===== config.mk =====
export PLATFORM = sky130hd
export DESIGN_NAME = pen_matrix_scanner_flat
export DESIGN_NICKNAME = d
export VERILOG_FILES = /design/src/rtl/pen_matrix_scanner_if.sv /design/src/rtl/pen_matrix_scanner.sv /design/src/flat_wrapper.sv
export SDC_FILE = /design/constraint.sdc
export NUM_CORES = 1
export LEC_CHECK = 0
export BUFFER_PORTS_ARGS = -buffer_cell sky130_fd_sc_hd__buf_2
export CAP_MARGIN = 20
export CORE_ASPECT_RATIO = 0.9
export CORE_MARGIN = 3
export CORE_UTILIZATION = 35
export DETAILED_ROUTE_END_ITERATION = 12
export HOLD_SLACK_MARGIN = 0.15
export PLACE_DENSITY = 0.57
export SLEW_MARGIN = 20
export SYNTH_ARGS = -nofsm -noshare
export SYNTH_HDL_FRONTEND = slang
export SYNTH_SLANG_ARGS = --single-unit

===== constraint.sdc =====
create_clock -name clk -period 5.62 [get_ports clk]
set_input_delay 0.281 -clock clk [delete_from_list [all_inputs] [get_ports clk]]
set_output_delay 0.281 -clock clk [all_outputs]
set_load 0.05 [all_outputs]

===== src/rtl/pen_matrix_scanner_if.sv =====
// Pen matrix scanner bundle: scan control, matrix drive, pen hit events and LCD-mirror read port.
// The master side drives control, pen and read address. The slave side drives the matrix, events and read data.
interface pen_matrix_scanner_if #(
  parameter int ROWS    = 8,
  parameter int COLS    = 8,
  parameter int COLOR_W = 2
);
  localparam int RW  = $clog2(ROWS);
  localparam int CLW = $clog2(COLS);

  logic                    en_i;
  logic [1:0]              mode_i;
  logic [COLOR_W-1:0]      color_i;
  logic                    pen_i;
  logic                    clear_i;
  logic [RW-1:0]           rd_row_i;
  logic [CLW-1:0]          rd_col_i;
  logic [ROWS-1:0]         row_o;
  logic [COLS*COLOR_W-1:0] col_o;
  logic                    pen_valid_o;
  logic [RW-1:0]           pen_row_o;
  logic [CLW-1:0]          pen_col_o;
  logic                    busy_o;
  logic [COLOR_W-1:0]      rd_data_o;

  modport master (
    output en_i, mode_i, color_i, pen_i, clear_i, rd_row_i, rd_col_i,
    input  row_o, col_o, pen_valid_o, pen_row_o, pen_col_o, busy_o, rd_data_o
  );

  modport slave (
    input  en_i, mode_i, color_i, pen_i, clear_i, rd_row_i, rd_col_i,
    output row_o, col_o, pen_valid_o, pen_row_o, pen_col_o, busy_o, rd_data_o
  );
endinterface


===== src/rtl/pen_matrix_scanner.sv =====
// Time-multiplexed dot-matrix driver: per-row display phase, then per-pixel probe slots that locate a light pen.
// Pen hits pulse one cycle after the filter latches and update the framebuffer. Reads have 1-cycle latency. No backpressure.
module pen_matrix_scanner #(
  parameter int ROWS       = 8,
  parameter int COLS       = 8,
  parameter int COLOR_W    = 2,
  parameter int DISP_CYC   = 2000,
  parameter int PROBE_CYC  = 200,
  parameter int PEN_SETTLE = 50,
  parameter int PEN_HITS   = 20
) (
  input logic           clk,
  input logic           rst,
  pen_matrix_scanner_if.slave bus
);
  localparam int RW  = $clog2(ROWS);
  localparam int CLW = $clog2(COLS);
  localparam int TW  = $clog2(((DISP_CYC > PROBE_CYC) ? DISP_CYC : PROBE_CYC) + 1);
  localparam int HW  = $clog2(PEN_HITS + 1);
  localparam logic [RW-1:0]  ROW_LAST   = RW'(ROWS - 1);
  localparam logic [CLW-1:0] COL_LAST   = CLW'(COLS - 1);
  localparam logic [TW-1:0]  DISP_LAST  = TW'(DISP_CYC - 1);
  localparam logic [TW-1:0]  PROBE_LAST = TW'(PROBE_CYC - 1);
  localparam logic [TW-1:0]  SETTLE     = TW'(PEN_SETTLE);
  localparam logic [HW-1:0]  HIT_LAST   = HW'(PEN_HITS - 1);

  typedef enum logic [1:0] {ST_OFF, ST_DISP, ST_PROBE} state_t;

  state_t             state_q, state_d;
  logic [RW-1:0]      row_q, row_d;
  logic [CLW-1:0]     slot_q, slot_d;
  logic [TW-1:0]      cnt_q, cnt_d;
  logic [HW-1:0]      hcnt_q;
  logic               done_q;
  logic               busy_q;
  logic [RW-1:0]      clr_row_q;
  logic [CLW-1:0]     clr_col_q;
  logic               pen_valid_q;
  logic [RW-1:0]      pen_row_q;
  logic [CLW-1:0]     pen_col_q;
  logic [COLOR_W-1:0] rd_data_q;
  logic [COLOR_W-1:0] fb [ROWS][COLS];

  logic start_clr, run, in_probe, slot_end, sample, hit, rd_in_range;

  // A starting or running sweep freezes the scan, so the sweep owns the framebuffer alone.
  assign start_clr   = bus.clear_i && !busy_q;
  assign run         = bus.en_i && !busy_q && !start_clr;
  assign in_probe    = (state_q == ST_PROBE);
  assign slot_end    = in_probe && (cnt_q == PROBE_LAST);
  assign sample      = in_probe && run && !done_q && (cnt_q >= SETTLE);
  assign hit         = sample && bus.pen_i && (hcnt_q == HIT_LAST);
  assign rd_in_range = (int'(bus.rd_row_i) < ROWS) && (int'(bus.rd_col_i) < COLS);

  always_ff @(posedge clk or posedge rst) begin
    if (rst) begin
      state_q <= ST_OFF;
      row_q   <= '0;
      slot_q  <= '0;
      cnt_q   <= '0;
    end else begin
      state_q <= state_d;
      row_q   <= row_d;
      slot_q  <= slot_d;
      cnt_q   <= cnt_d;
    end
  end

  always_comb begin
    state_d = state_q;
    row_d   = row_q;
    slot_d  = slot_q;
    cnt_d   = cnt_q;
    if (!run) begin
      state_d = ST_OFF;
      row_d   = '0;
      slot_d  = '0;
      cnt_d   = '0;
    end else begin
      case (state_q)
        ST_OFF: state_d = ST_DISP;
        ST_DISP: begin
          if (cnt_q == DISP_LAST) begin
            state_d = ST_PROBE;
            cnt_d   = '0;
          end else begin
            cnt_d = cnt_q + 1'b1;
          end
        end
        ST_PROBE: begin
          if (cnt_q == PROBE_LAST) begin
            cnt_d = '0;
            if (slot_q == COL_LAST) begin
              state_d = ST_DISP;
              slot_d  = '0;
              row_d   = (row_q == ROW_LAST) ? '0 : row_q + 1'b1;
            end else begin
              slot_d = slot_q + 1'b1;
            end
          end else begin
            cnt_d = cnt_q + 1'b1;
          end
        end
        default: state_d = ST_OFF;
      endcase
    end
  end

  always_comb begin
    bus.row_o = '1;
    bus.col_o = '0;
    if (state_q != ST_OFF) begin
      bus.row_o[row_q] = 1'b0;
      for (int k = 0; k < COLOR_W; k++) begin
        for (int c = 0; c < COLS; c++) begin
          bus.col_o[k*COLS + c] = in_probe ? (CLW'(c) == slot_q) : fb[row_q][c][k];
        end
      end
    end
  end

  // Pen filter: a run of consecutive high samples after settling; one hit per slot at most.
  always_ff @(posedge clk or posedge rst) begin
    if (rst) begin
      hcnt_q      <= '0;
      done_q      <= 1'b0;
      pen_valid_q <= 1'b0;
      pen_row_q   <= '0;
      pen_col_q   <= '0;
    end else begin
      pen_valid_q <= hit;
      if (hit) begin
        pen_row_q <= row_q;
        pen_col_q <= slot_q;
      end
      if (!(in_probe && run) || slot_end) begin
        hcnt_q <= '0;
        done_q <= 1'b0;
      end else if (sample) begin
        hcnt_q <= bus.pen_i ? hcnt_q + 1'b1 : '0;
        if (hit) done_q <= 1'b1;
      end
    end
  end

  always_ff @(posedge clk or posedge rst) begin
    if (rst) begin
      busy_q    <= 1'b0;
      clr_row_q <= '0;
      clr_col_q <= '0;
    end else if (busy_q) begin
      if (clr_col_q == COL_LAST) begin
        clr_col_q <= '0;
        if (clr_row_q == ROW_LAST) begin
          busy_q    <= 1'b0;
          clr_row_q <= '0;
        end else begin
          clr_row_q <= clr_row_q + 1'b1;
        end
      end else begin
        clr_col_q <= clr_col_q + 1'b1;
      end
    end else if (start_clr) begin
      busy_q    <= 1'b1;
      clr_row_q <= '0;
      clr_col_q <= '0;
    end
  end

  // Mode and colour are taken in the cycle the hit pulse is visible.
  always_ff @(posedge clk or posedge rst) begin
    if (rst) begin
      for (int r = 0; r < ROWS; r++) begin
        for (int c = 0; c < COLS; c++) begin
          fb[r][c] <= '0;
        end
      end
    end else if (busy_q) begin
      fb[clr_row_q][clr_col_q] <= '0;
    end else if (pen_valid_q && bus.mode_i == 2'd1) begin
      fb[pen_row_q][pen_col_q] <= bus.color_i;
    end else if (pen_valid_q && bus.mode_i == 2'd2) begin
      fb[pen_row_q][pen_col_q] <= '0;
    end
  end

  always_ff @(posedge clk or posedge rst) begin
    if (rst) begin
      rd_data_q <= '0;
    end else begin
      rd_data_q <= rd_in_range ? fb[bus.rd_row_i][bus.rd_col_i] : '0;
    end
  end

  assign bus.pen_valid_o = pen_valid_q;
  assign bus.pen_row_o   = pen_row_q;
  assign bus.pen_col_o   = pen_col_q;
  assign bus.busy_o      = busy_q;
  assign bus.rd_data_o   = rd_data_q;
endmodule


===== src/flat_wrapper.sv =====
// flat-port wrapper written by rule: the top's interface ports become plain ports
module pen_matrix_scanner_flat 
#(
  parameter int ROWS       = 8,
  parameter int COLS       = 8,
  parameter int COLOR_W    = 2,
  parameter int DISP_CYC   = 2000,
  parameter int PROBE_CYC  = 200,
  parameter int PEN_SETTLE = 50,
  parameter int PEN_HITS   = 20
)
  (clk, rst, bus_en_i, bus_mode_i, bus_color_i, bus_pen_i, bus_clear_i, bus_rd_row_i, bus_rd_col_i, bus_row_o, bus_col_o, bus_pen_valid_o, bus_pen_row_o, bus_pen_col_o, bus_busy_o, bus_rd_data_o);
  pen_matrix_scanner_if #(.ROWS(ROWS), .COLS(COLS), .COLOR_W(COLOR_W)) bus_i ();
  input logic clk;
  input logic rst;
  input wire logic [$bits(bus_i.en_i)-1:0] bus_en_i;
  input wire logic [$bits(bus_i.mode_i)-1:0] bus_mode_i;
  input wire logic [$bits(bus_i.color_i)-1:0] bus_color_i;
  input wire logic [$bits(bus_i.pen_i)-1:0] bus_pen_i;
  input wire logic [$bits(bus_i.clear_i)-1:0] bus_clear_i;
  input wire logic [$bits(bus_i.rd_row_i)-1:0] bus_rd_row_i;
  input wire logic [$bits(bus_i.rd_col_i)-1:0] bus_rd_col_i;
  output wire logic [$bits(bus_i.row_o)-1:0] bus_row_o;
  output wire logic [$bits(bus_i.col_o)-1:0] bus_col_o;
  output wire logic [$bits(bus_i.pen_valid_o)-1:0] bus_pen_valid_o;
  output wire logic [$bits(bus_i.pen_row_o)-1:0] bus_pen_row_o;
  output wire logic [$bits(bus_i.pen_col_o)-1:0] bus_pen_col_o;
  output wire logic [$bits(bus_i.busy_o)-1:0] bus_busy_o;
  output wire logic [$bits(bus_i.rd_data_o)-1:0] bus_rd_data_o;
  assign bus_i.en_i = bus_en_i;
  assign bus_i.mode_i = bus_mode_i;
  assign bus_i.color_i = bus_color_i;
  assign bus_i.pen_i = bus_pen_i;
  assign bus_i.clear_i = bus_clear_i;
  assign bus_i.rd_row_i = bus_rd_row_i;
  assign bus_i.rd_col_i = bus_rd_col_i;
  assign bus_row_o = bus_i.row_o;
  assign bus_col_o = bus_i.col_o;
  assign bus_pen_valid_o = bus_i.pen_valid_o;
  assign bus_pen_row_o = bus_i.pen_row_o;
  assign bus_pen_col_o = bus_i.pen_col_o;
  assign bus_busy_o = bus_i.busy_o;
  assign bus_rd_data_o = bus_i.rd_data_o;
  pen_matrix_scanner #(.ROWS(ROWS), .COLS(COLS), .COLOR_W(COLOR_W), .DISP_CYC(DISP_CYC), .PROBE_CYC(PROBE_CYC), .PEN_SETTLE(PEN_SETTLE), .PEN_HITS(PEN_HITS)) u_core (.clk(clk), .rst(rst), .bus(bus_i));
endmodule

# == Word-level counts from Yosys, hierarchy flattened ==
# Index checks and enable logic that the tools add are counted.
# op_classes
add_sub_neg,6
n_lt_le_gt_ge,14
eq_ne,26
n_mux,75
n_bitwise,12
n_reduce_logical,33
# ops
operator,count
two-way mux 128 bit,3
AND 128 bit,2
inverter 128 bit,2
bitwise mux 128 bit,1
two-way mux 16 bit,7
binary-select mux 16 bit (select 3 bit),2
demux 16 bit (select 3 bit),2
two-way mux 3 bit,15
two-way mux 11 bit,3
greater-or-equal comparator 4 bit (second input constant),7
inverter 3 -> 4 bit,7
two-way mux 1 bit,24
one-hot mux 11 bit (2 select lines),1
logical AND 1 bit,16
less-than comparator 4 x 1 -> 1 bit (second input constant),4
two-way mux 2 bit,8
two-way mux 5 bit,3
adder 3 x 1 -> 3 bit (second input constant),4
demux 2 bit (select 3 bit),2
== test 3 bit (first input constant),4
== test 3 bit (second input constant),4
!= test 3 bit (second input constant),4
adder 11 x 1 -> 11 bit (second input constant),1
== test 11 bit (second input constant),1
24 further kinds,39
# word_totals
regBits,169
input_bits,15
output_inout_bits,34

# == Logic depth before layout (Yosys ltp) ==
# depth
ltp_word,12
mapped_depth,8
depth_no_buf,7

# == Worst setup path before layout ==
# No wires, ideal clock.
# synth_path
path_type,register to output
from,reg u_core.row_q[0]
to,out bus_col_o[13]
t_arrival_ns,2.403
setup_slack_ns,2.936
path_stages_with_launch,6
path_buffers,2
cell_sequence,dfrtp_1 -> buf_2 -> buf_2 -> mux4_2 -> mux2i_1 -> o21ai_0
# synth_via
elab_chain_len,6
# synth_rtl
element,line,text
"start, declared",pen_matrix_scanner.sv:30,"logic [RW-1:0] row_q, row_d;"
"start signal, assigned",pen_matrix_scanner.sv:63,row_q <= row_d;
inverter 3 -> 4 bit (not written as such),pen_matrix_scanner.sv:116,bus.col_o[k*COLS + c] = in_probe ? (CLW'(c) == slot_q) : fb[row_q][c][k];
binary-select mux 16 bit (select 3 bit),pen_matrix_scanner.sv:116,
two-way mux 16 bit (2 in series),--,
two-way mux 1 bit,pen_matrix_scanner.sv:116,
two-way mux 16 bit,pen_matrix_scanner.sv:112,if (state_q != ST_OFF) begin
"end, declared",flat_wrapper.sv:24,output wire logic [$bits(bus_i.col_o)-1:0] bus_col_o;
# Every way passes these cells. The select of a mux whose other input is x is not followed.

# == Worst setup path after layout ==
# layout_path
from,reg u_core.state_q[0]
to,out bus_col_o[1]
# layout_via
elab_chain_len,3
elab_cells_between_ends,4
classes_between,eq/ne (1); mux (2); reduce/logical (1)
# layout_rtl
element,line,text
"start, declared",pen_matrix_scanner.sv:29,"state_t state_q, state_d;"
"start signal, assigned",pen_matrix_scanner.sv:62,state_q <= state_d;
== test 2 bit,pen_matrix_scanner.sv:49,assign in_probe = (state_q == ST_PROBE);
two-way mux 1 bit,pen_matrix_scanner.sv:116,
two-way mux 16 bit *,pen_matrix_scanner.sv:112,
# Every way passes the cells marked *; elsewhere a longest branch is shown, timed or not.

==> reports/results.md <==
Clocking
- **clock tree sinks** 169
- **CTS root buf** sky130_fd_sc_hd__clkbuf_16
- **clock tree from TritonCTS** yes
- **total clock buffers created by CTS** 17
- **clock-pin slew of the registers on the worst-case setup and hold paths** 0.07 ns
- **worst-skew pair later-pin latency** 0.45 ns
- **Max Buffers Root-to-Sink** 2
- **Max H-tree Level** 4

Logic synthesis
- **number of nets produced by synthesis** 1,166
- **Post-Synthesis Cell Area** 11,000 sq um
- **number of unique standard cell types used by synthesis** 66
- **total of flip-flops plus latches after synthesis** 169
- **Post-synth EDFFs** 0
- **part of the Yosys area used for sequential elements** 0.386
- **cell count after synthesis** 1,133
- **share of flip-flops with an asynchronous set or reset after synthesis** 1.00
- **dominant synthesized flop cell** sky130_fd_sc_hd__dfrtp_1
- **post-synthesis average cell area** 9.68 sq um
- **Ys Warns** 0

STA
- **Peak Freq** 293 MHz
- **RSZ-0062 raised after global routing** no
- **Final TNS setup** 0 ns
- **smallest setup slack after layout** 2.21 ns
- **clock skew after layout** 0.0174 ns
- **min cycle time layout** 3.41 ns
- **max-slew headroom at the worst pin** 0.150
- **final hold violations** 0
- **worst-margin pin slew** 1.27 ns
- **Final Max Tran Viols** 0
- **Final setup viols** 0
- **Period Utilization, post-route** 0.607

GRT
- **vias in the first global route** 9,445
- **overflow left after global routing** 0
- **overall routing resource usage** 0.241
- **initial antenna violation count** 0
- **global-route wire length before repair** 60.7 mm
- **pin count of the biggest net entering global routing** 63

Worst setup path
- **number of cells on the worst reg-to-reg path** 6
- **critical register-to-register path endpoint** u_core.fb[6]
- **launching element type of the critical path** flip-flop
- **Crit Reg-Reg Startpoint** u_core.bus.busy_o
- **worst path required time** 5.34 ns
- **critical path peak fanout** 10
- **Setup CP Type** reg2out
- **worst reg2reg setup slack** 2.57 ns
- **endpoint class of the critical path** output port
- **critical path data arrival time** 3.13 ns
- **launch point of the worst path** u_core.state_q[0]
- **capture point of the worst path** bus_col_o[1]

Power and ir drop
- **leakage power total** 4.84 nW
- **Worst IR Drop VDD** 0.210 mV
- **power after layout** 3.37 mW
- **power density of the placed cells** 277 nW/um^2

Routing
- **number of iterations in the first detailed-routing pass** 8
- **Avg WL per Cell** 26.1 um
- **drt first-iter violations** 1,348
- **Via density** 6.41
- **DRT antenna net count** 0
- **total routed wirelength** 40.4 mm
- **number of remaining DRC errors** 0
- **vias after detailed routing** 9,915

Finish
- **number of inserted diodes** 0
- **share of the core filled with cells** 0.401
- **cell area after layout** 12,200 sq um
- **Post-layout nets** 1,165
- **share of layout cells above drive strength 1** 0.177
- **Syn-to-layout area delta** 11.1%

Die
- **io pins** 49
- **starting density of the core** 0.361
- **cell row count** 60
- **core footprint** 30,400 sq um
- **die extent in y** 174 um
- **area enclosed by the die boundary** 33,500 sq um
- **Die Width** 193 um

Placement
- **Place WS** 2.46 ns
- **total of buffers placed on input and output ports** 48
- **final HPWL from detailed placement** 26.9 mm
- **post-detailed-placement cell area** 11,500 sq um
- **gpl congestion** 0.953

Worst hold path
- **Hold Crit Class** in2reg

Flow run
- **MaxCap Viol Count** 0

Run status
- **outcome** finished clean

Yosys cell counts (13+ instances only):
cell / instances / area, sq um
sky130_fd_sc_hd__nor3_1: 19 / 95.1
sky130_fd_sc_hd__a22oi_1: 21 / 158
sky130_fd_sc_hd__a32o_1: 17 / 170
sky130_fd_sc_hd__a21oi_1: 62 / 310
sky130_fd_sc_hd__o22ai_1: 40 / 250
sky130_fd_sc_hd__ha_1: 18 / 225
sky130_fd_sc_hd__o21ai_0: 51 / 255
sky130_fd_sc_hd__nand3_1: 41 / 205
sky130_fd_sc_hd__o211ai_1: 17 / 128
sky130_fd_sc_hd__o31ai_1: 15 / 113
sky130_fd_sc_hd__a32oi_1: 13 / 114
sky130_fd_sc_hd__a31oi_1: 18 / 113
sky130_fd_sc_hd__mux4_2: 61 / 1370
sky130_fd_sc_hd__nor2_1: 83 / 312
sky130_fd_sc_hd__dfrtp_1: 169 / 4230
sky130_fd_sc_hd__clkbuf_1: 54 / 203
sky130_fd_sc_hd__nand2_1: 136 / 510
sky130_fd_sc_hd__buf_2: 20 / 100
sky130_fd_sc_hd__inv_1: 45 / 169
sky130_fd_sc_hd__buf_1: 13 / 48.8
sky130_fd_sc_hd__mux2i_1: 25 / 250
sky130_fd_sc_hd__a22o_1: 56 / 490
layout by cell type (no fill, tap or decap), types with 18 or more instances in the layout:
master / count
sky130_fd_sc_hd__ha_1: 18
sky130_fd_sc_hd__inv_1: 44
sky130_fd_sc_hd__mux4_2: 61
sky130_fd_sc_hd__o21ai_0: 51
sky130_fd_sc_hd__buf_2: 48
sky130_fd_sc_hd__nor2_1: 83
sky130_fd_sc_hd__a21oi_1: 62
sky130_fd_sc_hd__nand3_1: 41
sky130_fd_sc_hd__mux2i_1: 25
sky130_fd_sc_hd__a22o_1: 56
sky130_fd_sc_hd__nand2_1: 136
sky130_fd_sc_hd__buf_4: 20
sky130_fd_sc_hd__dfrtp_1: 166
sky130_fd_sc_hd__o22ai_1: 40
sky130_fd_sc_hd__a31oi_1: 18
sky130_fd_sc_hd__a22oi_1: 21
kinds of logic after synthesis:
| family | Yosys count | synth area share |
|---|---|---|
| AND/OR/NAND/NOR | 368 | 0.167 |
| AO/OA/AOI/OAI | 342 | 0.216 |
| flip-flops | 169 | 0.386 |
| buffers and inverters | 138 | 0.0511 |
| multiplexers | 94 | 0.156 |
| adder cells (fa/ha/maj) | 18 | 0.0205 |
| XOR/XNOR | 4 | 0.00320 |
through the flow:
step	std cells	hold WS [ns]
floorplan	1133	0.367
global route	1548	0.246
CTS	1547	0.229
finish	1548	0.263
global placement	1511	0.389
detailed placement	1512	0.399
flip-flops by register name, indices dropped and copies added (netlist names):
register                count
u_core.bus.pen_col_o        3
u_core.cnt_q               11
u_core.bus.rd_data_o        2
u_core.hcnt_q               5
u_core.bus.pen_valid_o      1
u_core.clr_row_q            3
u_core.state_q              2
u_core.clr_col_q            3
u_core.done_q               1
u_core.bus.busy_o           1
u_core.bus.pen_row_o        3
u_core.row_q                3
u_core.slot_q               3
u_core.fb                 128
where the power goes:
part / internal (mW) / total, mW / switching [mW]
combinational: 0.244 / 0.667 / 0.423
clock: 0.677 / 1.26 / 0.579
sequential: 1.30 / 1.45 / 0.146
final cells by class:
type / instances / area, sq um
multi-input combinational: 826 / 6230
inverter: 46 / 178
sequential: 169 / 4240
timing repair buffer: 72 / 432
fill: 2921 / 18200
clock inverter: 15 / 180
clock buffer: 17 / 425
tap: 403 / 504
critical path: stages, from the launching register on:
cell	delay, ns
sky130_fd_sc_hd__dfrtp_1	0.40
sky130_fd_sc_hd__inv_1	0.09
sky130_fd_sc_hd__ha_1	0.40
sky130_fd_sc_hd__clkinv_1	0.48
sky130_fd_sc_hd__nor2_1	0.69
sky130_fd_sc_hd__nand2_1	0.22
sky130_fd_sc_hd__o21ai_0	0.12
sky130_fd_sc_hd__buf_2	0.29
repair_timing:
item,4_1_cts,5_1_grt
gates resized for setup,0,0
hold buffers,3,0
buffers inserted,0,0
hold endpoints to repair,63,0
worst min-delay path by stage:
stage                     from                 endpoint  slack [ns]  cells after the start
2_1_floorplan      bus_clear_i      u_core.clr_row_q[1]        0.37                      1
3_3_place_gp               rst          u_core.cnt_q[0]        0.39                      2
6_report       bus_rd_col_i[2]  u_core.bus.rd_data_o[0]        0.26                      2
5_1_grt        bus_rd_col_i[2]  u_core.bus.rd_data_o[0]        0.25                      2
4_1_cts        bus_rd_col_i[2]  u_core.bus.rd_data_o[0]        0.23                      2
3_5_place_dp               rst          u_core.cnt_q[0]        0.40                      2
metal layers:
metal	routed length (um)	global-route usage
met4	1760	0.102
met3	4540	0.0764
met1	16600	0.329
met5	0	0
met2	17600	0.354
Power figures use the tool's default switching activity.
